[config.mk]
export PLATFORM = sky130hd
export DESIGN_NAME = obi_l1_responder
export DESIGN_NICKNAME = d
export VERILOG_FILES = /design/src/rtl/obi_l1_responder.sv
export SDC_FILE = /design/constraint.sdc
export NUM_CORES = 1
export LEC_CHECK = 0
export CAP_MARGIN = 25
export CORE_AREA = 2 2 173 175
export DETAILED_ROUTE_END_ITERATION = 10
export DIE_AREA = 0 0 175 177
export PLACE_DENSITY = 0.46
export SETUP_SLACK_MARGIN = 0.5
export SYNTH_ARGS = -nofsm -noshare
export SYNTH_HDL_FRONTEND = slang
export SYNTH_SLANG_ARGS = --single-unit
export TNS_END_PERCENT = 10
[constraint.sdc]
create_clock -name clk_i -period 2.5 [get_ports clk_i]
set_input_delay 0.75 -clock clk_i [delete_from_list [all_inputs] [get_ports clk_i]]
set_output_delay 0.75 -clock clk_i [all_outputs]
set_load 0.02 [all_outputs]
[src/rtl/obi_l1_responder.sv]
// OBI responder for one L1 SRAM bank: credit-limited req/gnt, fixed-latency SRAM, in-order response FIFO.
// Latency: SRAM access in the grant cycle, response visible SRAM_LAT+1 cycles after acceptance.
// Backpressure: rready_i low stalls the FIFO head; grants stop once MAX_OUTSTANDING requests are unreturned.
module obi_l1_responder #(
  parameter int unsigned        ADDR_W          = 32,
  parameter int unsigned        DATA_W          = 32,
  parameter int unsigned        ID_W            = 4,
  parameter logic [ADDR_W-1:0]  BASE_ADDR       = 32'h1000_0000,
  parameter int unsigned        SIZE_BYTES      = 65536,
  parameter int unsigned        SRAM_LAT        = 1,
  parameter int unsigned        MAX_OUTSTANDING = 4,
  localparam int unsigned       BE_W            = DATA_W / 8,
  localparam int unsigned       SRAM_AW         = $clog2(SIZE_BYTES / BE_W)
) (
  input  logic                clk_i,
  input  logic                rst_i,
  input  logic                clear_i,
  input  logic                req_i,
  output logic                gnt_o,
  input  logic [ADDR_W-1:0]   addr_i,
  input  logic                we_i,
  input  logic [BE_W-1:0]     be_i,
  input  logic [DATA_W-1:0]   wdata_i,
  input  logic [ID_W-1:0]     aid_i,
  output logic                rvalid_o,
  input  logic                rready_i,
  output logic [DATA_W-1:0]   rdata_o,
  output logic [ID_W-1:0]     rid_o,
  output logic                err_o,
  output logic                sram_req_o,
  output logic                sram_we_o,
  output logic [SRAM_AW-1:0]  sram_addr_o,
  output logic [BE_W-1:0]     sram_be_o,
  output logic [DATA_W-1:0]   sram_wdata_o,
  input  logic [DATA_W-1:0]   sram_rdata_i,
  output logic                busy_o
);

  localparam int unsigned      OFF_W   = $clog2(BE_W);
  localparam int unsigned      CNT_W   = $clog2(MAX_OUTSTANDING + 1);
  localparam int unsigned      PTR_W   = $clog2(MAX_OUTSTANDING);
  localparam logic [CNT_W-1:0] MAX_CNT = CNT_W'(MAX_OUTSTANDING);
  // One bit wider than the address so BASE_ADDR + SIZE_BYTES cannot wrap.
  localparam logic [ADDR_W:0]  LIMIT   = {1'b0, BASE_ADDR} + (ADDR_W + 1)'(SIZE_BYTES);

  logic [CNT_W-1:0]   count_q;
  logic               accept;
  logic               pop;
  logic               push;
  logic               in_range;
  logic [ADDR_W-1:0]  offset;
  logic [DATA_W-1:0]  push_data;

  logic [SRAM_LAT-1:0] pipe_vld;
  logic [SRAM_LAT-1:0] pipe_we;
  logic [SRAM_LAT-1:0] pipe_err;
  logic [ID_W-1:0]     pipe_id [SRAM_LAT];

  logic [DATA_W-1:0]          fifo_data [MAX_OUTSTANDING];
  logic [ID_W-1:0]            fifo_id   [MAX_OUTSTANDING];
  logic [MAX_OUTSTANDING-1:0] fifo_err;
  logic [PTR_W-1:0]           wr_ptr;
  logic [PTR_W-1:0]           rd_ptr;
  logic [CNT_W-1:0]           fill;
  logic                       fifo_full;

  function automatic logic [PTR_W-1:0] ptr_inc(input logic [PTR_W-1:0] p);
    return (p == PTR_W'(MAX_OUTSTANDING - 1)) ? '0 : p + PTR_W'(1);
  endfunction

  // Request side: credit check on the registered count only; reset also masks the grant.
  assign in_range = ({1'b0, addr_i} >= {1'b0, BASE_ADDR}) && ({1'b0, addr_i} < LIMIT);
  assign gnt_o    = req_i & (count_q < MAX_CNT) & ~clear_i & ~rst_i;
  assign accept   = req_i & gnt_o;
  assign offset   = addr_i - BASE_ADDR;

  // SRAM is only strobed for in-range accesses; the rest passes straight through.
  assign sram_req_o   = accept & in_range;
  assign sram_we_o    = we_i;
  assign sram_addr_o  = SRAM_AW'(offset >> OFF_W);
  assign sram_be_o    = be_i;
  assign sram_wdata_o = wdata_i;

  // Response side: FIFO head drives the outputs, zeroed when nothing is valid.
  assign rvalid_o  = (fill != '0);
  assign rdata_o   = rvalid_o ? fifo_data[rd_ptr] : '0;
  assign rid_o     = rvalid_o ? fifo_id[rd_ptr]   : '0;
  assign err_o     = rvalid_o ? fifo_err[rd_ptr]  : 1'b0;
  assign pop       = rvalid_o & rready_i;
  assign fifo_full = (fill == MAX_CNT);
  assign busy_o    = (count_q != '0);

  // Last pipeline stage lines up with the SRAM read data; writes and errors return zero.
  assign push      = pipe_vld[SRAM_LAT-1];
  assign push_data = (pipe_we[SRAM_LAT-1] | pipe_err[SRAM_LAT-1]) ? '0 : sram_rdata_i;

  // Outstanding-request counter: accepted but not yet popped.
  always_ff @(posedge clk_i or posedge rst_i) begin
    if (rst_i) begin
      count_q <= '0;
    end else if (clear_i) begin
      count_q <= '0;
    end else begin
      case ({accept, pop})
        2'b10:   count_q <= count_q + CNT_W'(1);
        2'b01:   count_q <= count_q - CNT_W'(1);
        default: count_q <= count_q;
      endcase
    end
  end

  // Latency pipeline tracking request attributes while the SRAM produces read data.
  always_ff @(posedge clk_i or posedge rst_i) begin
    if (rst_i) begin
      pipe_vld <= '0;
      pipe_we  <= '0;
      pipe_err <= '0;
      for (int i = 0; i < SRAM_LAT; i++) pipe_id[i] <= '0;
    end else if (clear_i) begin
      pipe_vld <= '0;
    end else begin
      pipe_vld[0] <= accept;
      pipe_we[0]  <= we_i;
      pipe_err[0] <= ~in_range;
      pipe_id[0]  <= aid_i;
      for (int i = 1; i < SRAM_LAT; i++) begin
        pipe_vld[i] <= pipe_vld[i-1];
        pipe_we[i]  <= pipe_we[i-1];
        pipe_err[i] <= pipe_err[i-1];
        pipe_id[i]  <= pipe_id[i-1];
      end
    end
  end

  // FIFO storage; contents need no reset since outputs are gated by fill.
  always_ff @(posedge clk_i) begin
    if (push && !clear_i) begin
      fifo_data[wr_ptr] <= push_data;
      fifo_id[wr_ptr]   <= pipe_id[SRAM_LAT-1];
      fifo_err[wr_ptr]  <= pipe_err[SRAM_LAT-1];
    end
  end

  // FIFO pointers and fill level.
  always_ff @(posedge clk_i or posedge rst_i) begin
    if (rst_i) begin
      wr_ptr <= '0;
      rd_ptr <= '0;
      fill   <= '0;
    end else if (clear_i) begin
      wr_ptr <= '0;
      rd_ptr <= '0;
      fill   <= '0;
    end else begin
      if (push) wr_ptr <= ptr_inc(wr_ptr);
      if (pop)  rd_ptr <= ptr_inc(rd_ptr);
      case ({push, pop})
        2'b10:   fill <= fill + CNT_W'(1);
        2'b01:   fill <= fill - CNT_W'(1);
        default: fill <= fill;
      endcase
    end
  end

  // The credit limit guarantees the FIFO never overflows.
  assert property (@(posedge clk_i) disable iff (rst_i) !(push && fifo_full));

endmodule

# Word-level counts from Yosys, hierarchy flattened
# Memory sizes are Yosys's and may differ from the RTL's.
# Cells that the tools add are included.
# Widths: inputs -> output; s select.
# word_totals
register_bits	21
elab_cells	72
ram_bits	144
out_inout_bits	92
n_memories	2
# memory_table
memory	depth	width	read_ports	rd_clocked_by_memory_dff	write_ports	line_no	rtl
fifo_data	4	32	1	0	1	59	logic [DATA_W-1:0] fifo_data [MAX_OUTSTANDING];
fifo_id	4	4	1	0	1	60	logic [ID_W-1:0] fifo_id [MAX_OUTSTANDING];
# classes
bitwise	10
n_addsub	7
reduce_logical	10
mux	22
eq_ne	6
magnitude_cmp	6
# ops
op	n
$mux 32	2
$ge 32x29->1 const B	1
$lt 32x29->1 const B	1
$sub 16x1->16 const B	1
$mux 2	6
$pmux 3 s2	2
$reduce_bool 3->1	4
$eq 2x2->1 const B	4
$add 3x1->3 const B	2
$and 1x1->1	6
$lt 2x3->1 const B	2
$mux 1	6
$mux 3	2
$sub 3x1->3 const B	2
$add 2x1->2 const B	2
$bwmux 4	1
$eq 2x1->1 const B	2
$mux 4	1
$reduce_bool 2->1	2
$logic_and 1x1->1	3
$lt 3x3->1 const B	1
$not 1->1	3
$bmux 1 s2	1
$demux 1 s2	1
other kinds (3)	3

# Depth between registers and ports, before layout
# depth
word_depth	8
depth_mapped	7
ltp_nobuf	6

# Least setup slack after synthesis
# OpenSTA, ideal clock, no wires.
# synth_path
kind	input to output
start	input clear_i
end	output sram_req_o
required_time_ns	1.750
t_arrival_ns	1.799
stages	4
path_buffers	1
slack_ns	-0.049
path_cell_list	buf_6 -> nor4b_4 -> inv_1 -> nor2_1
# synth_via
elab_chain_cells	5
# synth_lines
element	line_no	rtl
start, declared	17	input logic clear_i,
$not 1->1	73	assign gnt_o = req_i & (count_q < MAX_CNT) & ~clear_i & ~rst_i;
$and 1x1->1 (2 in series)	73	
via gnt_o	19	output logic gnt_o,
$and 1x1->1	74	assign accept = req_i & gnt_o;
$and 1x1->1	78	assign sram_req_o = accept & in_range;
end, declared	30	output logic sram_req_o,
# The timed path passes the listed nets, and every way through them passes these cells.

# Final worst setup path
# layout_path
start	register rd_ptr[0]
end	output rdata_o[21]
# layout_via
elab_chain_cells	2
# layout_lines
element	line_no	rtl
start, declared	63	logic [PTR_W-1:0] rd_ptr;
start signal, assigned	156	if (pop) rd_ptr <= ptr_inc(rd_ptr);
$mem_v2 4x32	--	
$mux 32	86	assign rdata_o = rvalid_o ? fifo_data[rd_ptr] : '0;
end, declared	27	output logic [DATA_W-1:0] rdata_o,
# Every way passes these cells.

==> results.yml <==
global_route:
  grt_max_degree: 24
  track_usage: 0.1130
  grt_pass1_vias: 4412
  grt_overflow: 0
  antenna_found_initial: 0
  grt_pass1_wl_um: 25470
yosys:
  synthesis.area_mm2: 0.007177
  netlist_instances: 414
  avgSynthCellArea_um2: 17.34
  yosysSeqAreaShare: 0.6785
  ys_ff_latch: 165
  synth_fp_nets: 531
  yosysWarningCount: 0
  netlist-cell-type-count: 33
critical_path:
  slowest_stage: "dfrtp_4"
  worstPathCellList: "buf_6, buf_12, buf_16, mux4_2, nor2b_1, buf_2"
  path_class: "flop to output port"
  cp.arrival_ns: 2.05
  cp-start-kind: "flop"
  required_ns: 1.75
  crit_fanout: 7
  end_kind: "output port"
  cp_num_buf_inv: 4
  crit_family: "buffers and inverters"
  cpPeakStageDelay_ns: 0.52
run_status:
  violations: "setup timing"
  status: "finished, violations left"
clocking:
  cts.sinks: 165
  cts_tree: "built"
  htreeDepth: 4
  cts_buffers: 17
  clkLatencyLatePin_ns: 0.43
  root_buffer: "clkbuf_16"
  path_clk_slew_ns: 0.06
  clk_path_buf_depth: 2
routing:
  dr.pass1.iters: 4
  drt-total-wl_um: 16340
  viasPerCell: 4.144
  vias: 3767
  wl_per_cell_um: 17.97
  drc_errors: 0
  drt_iter0_drc: 174
  postRouteAntennaNets: 0
timing:
  slew_viol_final: 0
  skew_ns: 0.01119
  timing.hold.ws_ns: 0.4551
  setup_viol: 39
  slew_headroom: 0.7160
  setup_ws_ns: -0.2997
  max_slew.worst_pin.slew_ns: 0.4260
  period_share: 1.120
  grt_setup_unrepaired: "yes"
  period_needed_ns: 2.800
  finalHoldViolations: 0
  max_clock_freq_ghz: 0.3572
die:
  die_area_mm2: 0.03098
  io_pins: 202
  die_h_um: 177
  rows: 63
  die_w_um: 175
  core_mm2: 0.02924
  start_util: 0.2454
layout:
  diodes: 0
  finalNetCount: 623
  layout_common_cells: "edfxtp_1 (148), clkdlybuf4s50_1 (52), mux4_2 (37)"
  final_area_mm2: 0.009330
  final_common_cell: "edfxtp_1"
  drive_gt1_frac: 0.3603
  stdcell_count: 909
  area_growth_pct: 30.00
power_and_ir_drop:
  power_switching_w: 0.001404
  internal_power_w: 0.005184
  powerDensity_mw_per_mm2: 706.1
  p_leak_nw: 3.120
  p_clk_frac: 0.433
  combPwrFrac: 0.105
  sw_frac_of_total: 0.2131
  ir_drop_mv: 0.3429
  seqPwrFrac: 0.462
place:
  numPlacedInstances: 867
  pre_cts_ws_ns: -0.7205
  dpl.hpwl_um: 10850
  dpl-instance-area_mm2: 0.008591
  routabilityCongestion: 0.7112
  io_buffers: 99
flow_run:
  drv_cap: 0
hold_path:
  hold_class: "input pin to async pin"
[state kept, by name, indices dropped and copies added, names as in the netlist]
signal and cells:
fifo_data 128, pipe_id 4, pipe_vld 1, rd_ptr 2
fill 3, count_q 3, fifo_err 4, pipe_we 1
pipe_err 1, wr_ptr 2, fifo_id 16
[cell type report]
cell class,instances,area [µm²]
Tap cell,390,488.0
Inverter,5,18.77
Multi-Input combinational cell,174,1916
Fill cell,2835,19910
Clock buffer,20,446.7
Sequential cell,165,4877
Clock inverter,12,200.2
Timing Repair Buffer,143,1384
[power groups by stage]
| stage | registers (W) | clock network (W) | logic, W |
|---|---|---|---|
| 6_report | 0.00304 | 0.00285 | 0.000692 |
| 3_3_place_gp | 0.00309 | 0 | 0.000676 |
| 2_1_floorplan | 0.00309 | 0 | 0.000456 |
| 3_5_place_dp | 0.00310 | 0 | 0.000682 |
| 4_1_cts | 0.00304 | 0.00294 | 0.000692 |
| 5_1_grt | 0.00305 | 0.00305 | 0.000755 |
[stage by stage]
stage               setup TNS [ns]  utilization  power, W
finish                      -9.027       0.3190  0.006588
global placement            -5.738       0.2938  0.003770
global route                -12.54       0.3190  0.006854
floorplan                        0            -  0.003545
detailed placement          -8.305       0.2938  0.003780
CTS                         -10.48       0.3173  0.006676
[metal layers]
metal | vias to the layer above | GRT usage | wire length, µm
met5 | - | 0 | 0
met4 | 0 | 0.05208 | 430
met3 | 44 | 0.03716 | 903
met2 | 115 | 0.1897 | 8268
met1 | 1915 | 0.1314 | 6737
li1 | 1693 | - | -
[worst register-to-register path, delay by kind of cell, from the launching register on]
| kind | cells | cell delay [ns] |
|---|---|---|
| flip-flops | 1 | 0.42 |
| AND/OR/NAND/NOR | 2 | 0.16 |
| AO/OA/AOI/OAI | 3 | 0.86 |
| adder cells (fa/ha/maj) | 1 | 0.44 |
| buffers and inverters | 1 | 0.18 |
[logic make-up (layout without fill, tap and decap cells)]
family                     count (synthesis)  in the layout  synth area share
DFF                                      165            165            0.6785
and+or+nand+nor                          104            104           0.08856
buffers and inverters                     75            180           0.06921
muxes                                     47             47            0.1311
AOI/OAI and AO/OA                         10             10           0.01099
adders and majority gates                  7              7           0.01430
xor gates and xnor gates                   6              6          0.007322
[path summary, 6_finish.rpt]
path                            slack, ns       start  depth (start not counted)            end
max in group asynchronous            1.56       rst_i                          4     pipe_id[3]
worst max-delay path                -0.30   rd_ptr[0]                          6    rdata_o[21]
worst min register to register       0.53  pipe_id[0]                          0  fifo_id[2][0]
worst min-delay path                 0.46       rst_i                          3     pipe_id[1]
worst max register to register       0.34     fill[0]                          7     count_q[2]
min in group clk_i                   0.53  pipe_id[0]                          0  fifo_id[2][0]
[repair_timing]
item                       4_1_cts  5_1_grt
setup endpoints to repair      193       44
buffers inserted                 8        0
cloned                           2        0
hold buffers                     0        0
pin swaps                       17        8
gates resized for setup        207       18
[cell usage after synthesis]
master,instances,area (µm²)
and2_1,36,225.2
nand4_1,1,6.260
fa_1,2,40.04
clkbuf_1,9,33.78
nor3_1,2,10.01
buf_4,53,397.9
nor4b_4,1,23.77
or3_1,2,12.51
dfrtp_1,17,425.4
nand2_1,1,3.750
a21oi_1,2,10.01
a31oi_1,1,6.260
a221oi_1,1,8.760
mux2i_1,4,40.04
o31ai_4,1,21.27
ha_1,5,62.56
mux2_2,6,67.56
nand4b_1,1,8.760
xnor2_1,6,52.55
inv_1,5,18.77
a211oi_1,1,7.510
nor2_1,14,52.55
a22oi_1,1,7.510
o21ai_0,2,10.01
a21o_1,1,7.510
nor2b_1,38,237.7
edfxtp_1,148,4444
buf_2,7,35.03
and3_1,1,6.260
nor4b_1,2,17.52
mux4_2,37,833.3
nor4_1,5,31.28
buf_6,1,11.26
No activity file was read; power rests on OpenSTA's default activity.
